File: config.mk
export PLATFORM = sky130hd
export DESIGN_NAME = ls377_regbank
export DESIGN_NICKNAME = d
export VERILOG_FILES = /design/src/rtl/ls377_regbank.sv
export SDC_FILE = /design/constraint.sdc
export NUM_CORES = 1
export LEC_CHECK = 0
export CORE_AREA = 2 2 80 82
export CTS_CLUSTER_SIZE = 25
export DETAILED_ROUTE_END_ITERATION = 10
export DIE_AREA = 0 0 82 84
export PLACE_DENSITY = 0.86
export SYNTH_ARGS = -nofsm -noshare
export SYNTH_HDL_FRONTEND = slang
export SYNTH_SLANG_ARGS = --single-unit
File: constraint.sdc
create_clock -name clk -period 2.4 [get_ports clk]
set_input_delay 0.36 -clock clk [delete_from_list [all_inputs] [get_ports clk]]
set_output_delay 0.36 -clock clk [all_outputs]
set_load 0.02 [all_outputs]
File: src/rtl/ls377_regbank.sv
// Register bank with one write-port operation per enabled cycle (LOAD/INC/DEC/CLR),
// two combinational read ports with optional LOAD bypass, carry/zero flags and a display tap.
module ls377_regbank #(
    parameter int WIDTH   = 8,
    parameter int DEPTH   = 4,
    parameter int AW      = $clog2(DEPTH),
    parameter bit BYPASS  = 1'b1,
    parameter bit R0_ZERO = 1'b0
) (
    input  logic             clk,
    input  logic             rst,
    input  logic             EN,
    input  logic [1:0]       op,
    input  logic [AW-1:0]    waddr,
    input  logic [WIDTH-1:0] D,
    input  logic [AW-1:0]    raddr_a,
    input  logic [AW-1:0]    raddr_b,
    output logic [WIDTH-1:0] qa,
    output logic [WIDTH-1:0] qb,
    input  logic [AW-1:0]    show_sel,
    output logic [WIDTH-1:0] Dshow,
    output logic             carry,
    output logic             zero
);

    typedef enum logic [1:0] {
        OP_LOAD = 2'b00,
        OP_INC  = 2'b01,
        OP_DEC  = 2'b10,
        OP_CLR  = 2'b11
    } op_e;

    logic [WIDTH-1:0] mem [DEPTH];

    logic [WIDTH-1:0] cur_val;
    logic [WIDTH-1:0] result;
    logic             carry_nxt;
    logic             zero_nxt;
    logic             wr_en;
    logic             bypass_live;

    assign cur_val = mem[waddr];

    always_comb begin
        result    = '0;
        carry_nxt = 1'b0;
        unique case (op_e'(op))
            OP_LOAD: begin
                result    = D;
                carry_nxt = 1'b0;
            end
            OP_INC: begin
                result    = cur_val + 1'b1;
                carry_nxt = &cur_val;
            end
            OP_DEC: begin
                result    = cur_val - 1'b1;
                carry_nxt = ~|cur_val;
            end
            OP_CLR: begin
                result    = '0;
                carry_nxt = 1'b0;
            end
            default: begin
                result    = '0;
                carry_nxt = 1'b0;
            end
        endcase
    end

    // zero reflects the op result even when a hardwired-zero register discards the write
    assign zero_nxt = (result == '0);
    assign wr_en    = EN && !(R0_ZERO && (waddr == '0));

    always_ff @(posedge clk or negedge rst) begin
        if (!rst) begin
            for (int i = 0; i < DEPTH; i++) begin
                mem[i] <= '0;
            end
            carry <= 1'b0;
            zero  <= 1'b0;
        end else begin
            if (wr_en) begin
                mem[waddr] <= result;
            end
            if (EN) begin
                carry <= carry_nxt;
                zero  <= zero_nxt;
            end
        end
    end

    // bypass is gated by rst so reads stay 0 throughout reset
    assign bypass_live = BYPASS && rst && EN && (op_e'(op) == OP_LOAD);

    always_comb begin
        qa = mem[raddr_a];
        if (R0_ZERO && (raddr_a == '0)) begin
            qa = '0;
        end else if (bypass_live && (raddr_a == waddr)) begin
            qa = D;
        end
    end

    always_comb begin
        qb = mem[raddr_b];
        if (R0_ZERO && (raddr_b == '0)) begin
            qb = '0;
        end else if (bypass_live && (raddr_b == waddr)) begin
            qb = D;
        end
    end

    assign Dshow = mem[show_sel];

endmodule
==> metrics <==
Core Box Area=6096 um^2; RSZ-0062 raised after global routing=true; worst path arrival time=2.97 ns; IO Port Bufs=46; Final Power=3.662 mW; Unique masters post-synth=47; largest net degree at the start of global routing=35; Final nets=441; Num CTS Buffers=5; area leader, netlist=dfrtp_1; HP Class=in2reg; effective utilization at floorplan=0.4764; clk_lat worst skew=0.31 ns; Post-DP Area=4207 um^2; Post-synth EDFFs=0; via density per instance=6.934; remaining global-route overflow=0; vias in the first global route=3437; Design Area, Final=4666 um^2; DR WL/cell=26.22 um; Slew HR=0.4601; number of H-tree levels=2; pwr/cell area=784.9 nW/um^2; share of cells above drive strength 1=0.5353; Post-synth top cells=dfrtp_1 (34), mux4_2 (30), nand2_1 (27); Post-Syn Instances=265; status=finished with violations; CTS Sinks=34; static leakage=2.053 nW; Area Overhead vs Synth=60.66%; Tmin final=2.769 ns; initial antenna violation count=0; clk slew on worst S/H paths=0.09 ns; Die X=82 um; period utilisation layout=1.154; DRC=0; final slew viol count=0; failing checks=setup timing; crit start category=register; gr usage total=0.3707; GP Congestion=1.006; via count=3384; Main synth FF type=dfrtp_1; clk buf depth=2; Rows=29; skew final=0.01240 ns; count of state elements after synthesis=34; global-route wire length before repair=18630 um; Clk pwr share=0.181; final setup fails=21; initial DRC count=380; Final Hold Vio Count=0; yosys warns=0; dpl hpwl=7273 um; Net Switching=1.445 mW; router iterations before antenna repair=7; root buf cell=clkbuf_8; ANT cells=0; ANT nets after route=0; top cells by area, synth=dfrtp_1 (29%), mux4_2 (23%), mux2_2 (8.1%), ha_1 (4.3%), o21ai_0 (4.0%); Die ar.=6888 um^2; CP Capture Type=register; Comb pwr share=0.596; Post-synth ARST share=1.000; syn avg cell area=10.96 um^2; most numerous cell in the Yosys netlist=dfrtp_1; Routed WL=12800 um; FMAX=361.1 MHz; final setup margin=-0.3693 ns; syn nets=296; Req. time, crit path=2.60 ns; switching part of the total power=0.3945; Worst Tran Pin Value=0.8076 ns; register area share after synthesis=0.2930; worst-path fanout max=3; DIE HEIGHT=84 um; VDD IR max=0.0005252 V; top cell type's share of synthesized area=0.2930; Power Internal=2.217 mW; Crit Path Category=reg2reg; number of max-cap violations=0; TritonCTS clock tree=done; synthesized area=2904 um^2; sequential share of power=0.223; I/O pins=47
worst max-delay path, stage by stage (launching register included):
cell       delay [ns]
dfrtp_1          0.40
mux4_2           0.53
ha_4             0.26
a31oi_4          0.14
nand4_1          0.21
buf_4            0.21
o2111ai_4        0.19
mux2_4           0.33
and3_1           0.17
a32o_1           0.24
layer usage:
layer	up-vias	part of all wire	wire [um]	global-route usage
li1	1328	-	-	-
met1	1642	0.34	4358	0.4680
met2	312	0.47	5963	0.5780
met3	102	0.11	1385	0.07251
met4	0	0.085	1087	0.2258
met5	-	0	0	0
cells in the final DEF, fill, tap and decap left out, types with 7 or more instances in the layout:
cell type,count
buf_4,95
mux4_2,31
clkdlybuf4s50_1,15
dfrtp_1,34
o21ai_1,8
nor2_1,15
buf_6,7
clkdlybuf4s15_2,7
nand2_1,27
buf_12,9
mux2_2,19
nand3_1,7
a21oi_1,9
dlygate4sd2_1,12
o21ai_0,14
timing repair:
action                     CTS  global route
pin swaps                   18             8
hold buffers                 0             0
gates cloned                 1             0
buffers inserted            18             1
setup endpoints to repair   53            38
resized for setup           94            25
cells by family (layout without fill, tap and decap cells):
group | after synthesis | count (layout) | share of synthesized area
simple gates | 76 | 76 | 0.1327
compound gates | 60 | 60 | 0.1340
mux | 53 | 53 | 0.3322
flops | 34 | 34 | 0.2930
buf+inv | 22 | 168 | 0.03490
fa+ha+maj | 10 | 10 | 0.04308
xor+xnor | 10 | 10 | 0.03016
power groups by stage:
stage          clock network [mW]  registers [mW]  logic [mW]
2_1_floorplan                   0           0.848       0.996
3_3_place_gp                    0           0.793        1.88
3_5_place_dp                    0           0.807        1.95
4_1_cts                     0.654           0.802        2.01
5_1_grt                     0.690           0.824        2.26
6_report                    0.664           0.815        2.18
worst paths after layout:
kind	cells after the start	start	slack [ns]	to
max	9	mem[10]$_DFFE_PN0P_	-0.37	zero$_DFFE_PN0P_
min	3	EN	0.54	carry$_DFFE_PN0P_
max reg2reg	9	mem[10]$_DFFE_PN0P_	-0.37	zero$_DFFE_PN0P_
min reg2reg	1	zero$_DFFE_PN0P_	0.56	zero$_DFFE_PN0P_
max in group asynchronous	2	rst	1.48	mem[26]$_DFFE_PN0P_
min in group asynchronous	2	rst	0.56	mem[12]$_DFFE_PN0P_
cell type report:
class | instances | area [um^2]
Multi-Input combinational cell | 209 | 2171
Fill cell | 334 | 1430
Timing Repair Buffer | 155 | 1391
Sequential cell | 34 | 850.8
Tap cell | 77 | 96.34
Clock buffer | 5 | 68.82
Clock inverter | 3 | 68.82
Inverter | 5 | 18.77
state kept, by name, summed over array words and instances (netlist names):
signal / count
zero: 1
carry: 1
mem: 32
stage by stage:
step | cells | hold slack (ns) | worst slack, ns | TNS [ns] | util
floorplan | 265 | 0.06441 | -0.3284 | -1.284 | -
global placement | 460 | 0.5085 | -0.8229 | -27.33 | 0.6901
detailed placement | 460 | 0.5213 | -0.9136 | -30.56 | 0.6901
CTS | 487 | 0.5450 | -0.2529 | -2.638 | 0.7504
global route | 488 | 0.5503 | -0.4337 | -6.043 | 0.7654
finish | 488 | 0.5396 | -0.3693 | -5.112 | 0.7654
No activity file was read; power rests on OpenSTA's default activity.
==> edit, RTL diff (same settings) <==
Register the output `qb`, with the module's reset; this adds one clock of latency there. The other outputs are not delayed to match.
--- a/src/rtl/ls377_regbank.sv
+++ b/src/rtl/ls377_regbank.sv
@@ -29,6 +29,8 @@
         OP_DEC  = 2'b10,
         OP_CLR  = 2'b11
     } op_e;
+
+    logic [WIDTH-1:0] qb_d;
 
     logic [WIDTH-1:0] mem [DEPTH];
 
@@ -103,14 +105,22 @@
     end
 
     always_comb begin
-        qb = mem[raddr_b];
+        qb_d = mem[raddr_b];
         if (R0_ZERO && (raddr_b == '0)) begin
-            qb = '0;
+            qb_d = '0;
         end else if (bypass_live && (raddr_b == waddr)) begin
-            qb = D;
+            qb_d = D;
         end
     end
 
     assign Dshow = mem[show_sel];
 
+    always_ff @(posedge clk or negedge rst) begin
+        if (!rst) begin
+            qb <= '0;
+        end else begin
+            qb <= qb_d;
+        end
+    end
+
 endmodule
Behaviour: not the same (a bounded check fails within 4 cycles, from zero or initial values and one cycle with rst low).
==> edit against the unedited design <==
  * The run still ends with setup timing left
  * Wire length fell by 6.8%
  * Clock power fell by 23%
  * Sequential share of layout area rose by 4.7 points
  * Total power rose by 0.90%
  * Critical endpoint is now mem[15]$_DFFE_PN0P_
  * Clock skew rose by 0.0022 ns
  * Area after synthesis rose by 3.8%
  * Sequential cell count rose by 8
  * Synthesized cell count fell by 0.38%
  * Largest cell class unchanged
  * Non-clock buffer count fell by 17
  * Cell count fell by 4.1%
  * Setup slack improved by 0.16 ns
  * First-iteration DRC count rose by 4.2%
  * Final area fell by 1.6%
==> edit: results (changes against the unedited design) <==
switching power = 1.482 mW (+2.6%)
Pwr Density = 805.1 nW/um^2 (+2.6%)
Mapped Nets = 294 (-0.68%)
Setup Skew = 0.01456 ns (+0.002156 ns)
Fillers = 345 (+3.3%)
drt via density = 6.880 (-0.78%)
final wirelength = 11.92 mm (-6.8%)
hpwl dp = 6.982 mm (-4.0%)
dpl cells = 441 (-4.1%)
sequential share of power = 27.1% (+4.8 points)
worst setup margin = -0.2054 ns (+0.1638 ns)
First-pass DRT Iterations = 8 (+1)
Rel. slew slack = 47.88% (+1.9 points)
Final setup viols = 18 (-14%)
Hold WS = 0.1268 ns (-0.4128 ns)
maximum vdd drop = 0.3863 mV (-26%)
CP delay by family, top = compound AO/OA/AOI/OAI gates
global-route wire length before repair = 16.82 mm (-9.7%)
Overall Global Routing Usage = 33.14% (-3.9 points)
Tot Pwr = 3.695 mW (+0.90%)
status = complete, but fails checks
Nets = 420 (-4.8%)
synthesized area per cell = 11.42 um^2 (+4.2%)
reg-to-reg critical path startpoint = mem[12]$_DFFE_PN0P_
violated checks = setup timing
CP Data Arrival Time = 2.82 ns (-0.15 ns)
largest cells by area after synthesis = dfrtp_1, mux4_2, mux2_2, o21ai_0, ha_1
-- edit: worst max-delay path by stage --
stage	cells after the start	slack (ns)	to	from
final	10	-0.21	mem[15]$_DFFE_PN0P_	mem[12]$_DFFE_PN0P_
after global routing	10	-0.26	mem[15]$_DFFE_PN0P_	mem[4]$_DFFE_PN0P_
after CTS	8	-0.03	zero$_DFFE_PN0P_	mem[11]$_DFFE_PN0P_
after detailed placement	10	-0.75	mem[14]$_DFFE_PN0P_	waddr[0]
after global placement	10	-0.72	mem[14]$_DFFE_PN0P_	waddr[0]
after floorplan	11	-0.11	zero$_DFFE_PN0P_	waddr[0]
-- edit: final cells by class --
type,count,share of cell area [%]
Clock buffer,7,1.881
Inverter,4,0.3272
Multi-Input combinational cell,199,46.16
Timing Repair Buffer,138,26.53
Sequential cell,42,22.90
Clock inverter,1,0.1091
Tap cell,77,2.099
-- edit: metal layers --
metal  GRT usage (%)  vias to the layer above  part of all wire, %
li1                -                     1267                    -
met1           42.49                     1575                   36
met2           51.00                      285                   47
met3           7.576                       93                  9.8
met4           18.79                        0                  7.5
met5               0                        -                    0
-- edit: kinds of logic after synthesis --
| kind of cell | Yosys count | synth area share [%] |
|---|---|---|
| adder cells (fa/ha/maj) | 9 | 3.736 |
| multiplexers | 48 | 30.01 |
| XOR/XNOR | 12 | 3.736 |
| AND/OR/NAND/NOR | 71 | 11.75 |
| buffers and inverters | 23 | 3.943 |
| flip-flops | 42 | 34.87 |
| AO/OA/AOI/OAI | 59 | 11.95 |
-- edit: timing repair --
action | CTS | global route
setup endpoints to repair | 43 | 26
endpoints found under the hold margin | 0 | 0
gates cloned | 2 | 0
setup buffers | 8 | 9
pin swaps | 17 | 29
resized for setup | 73 | 38
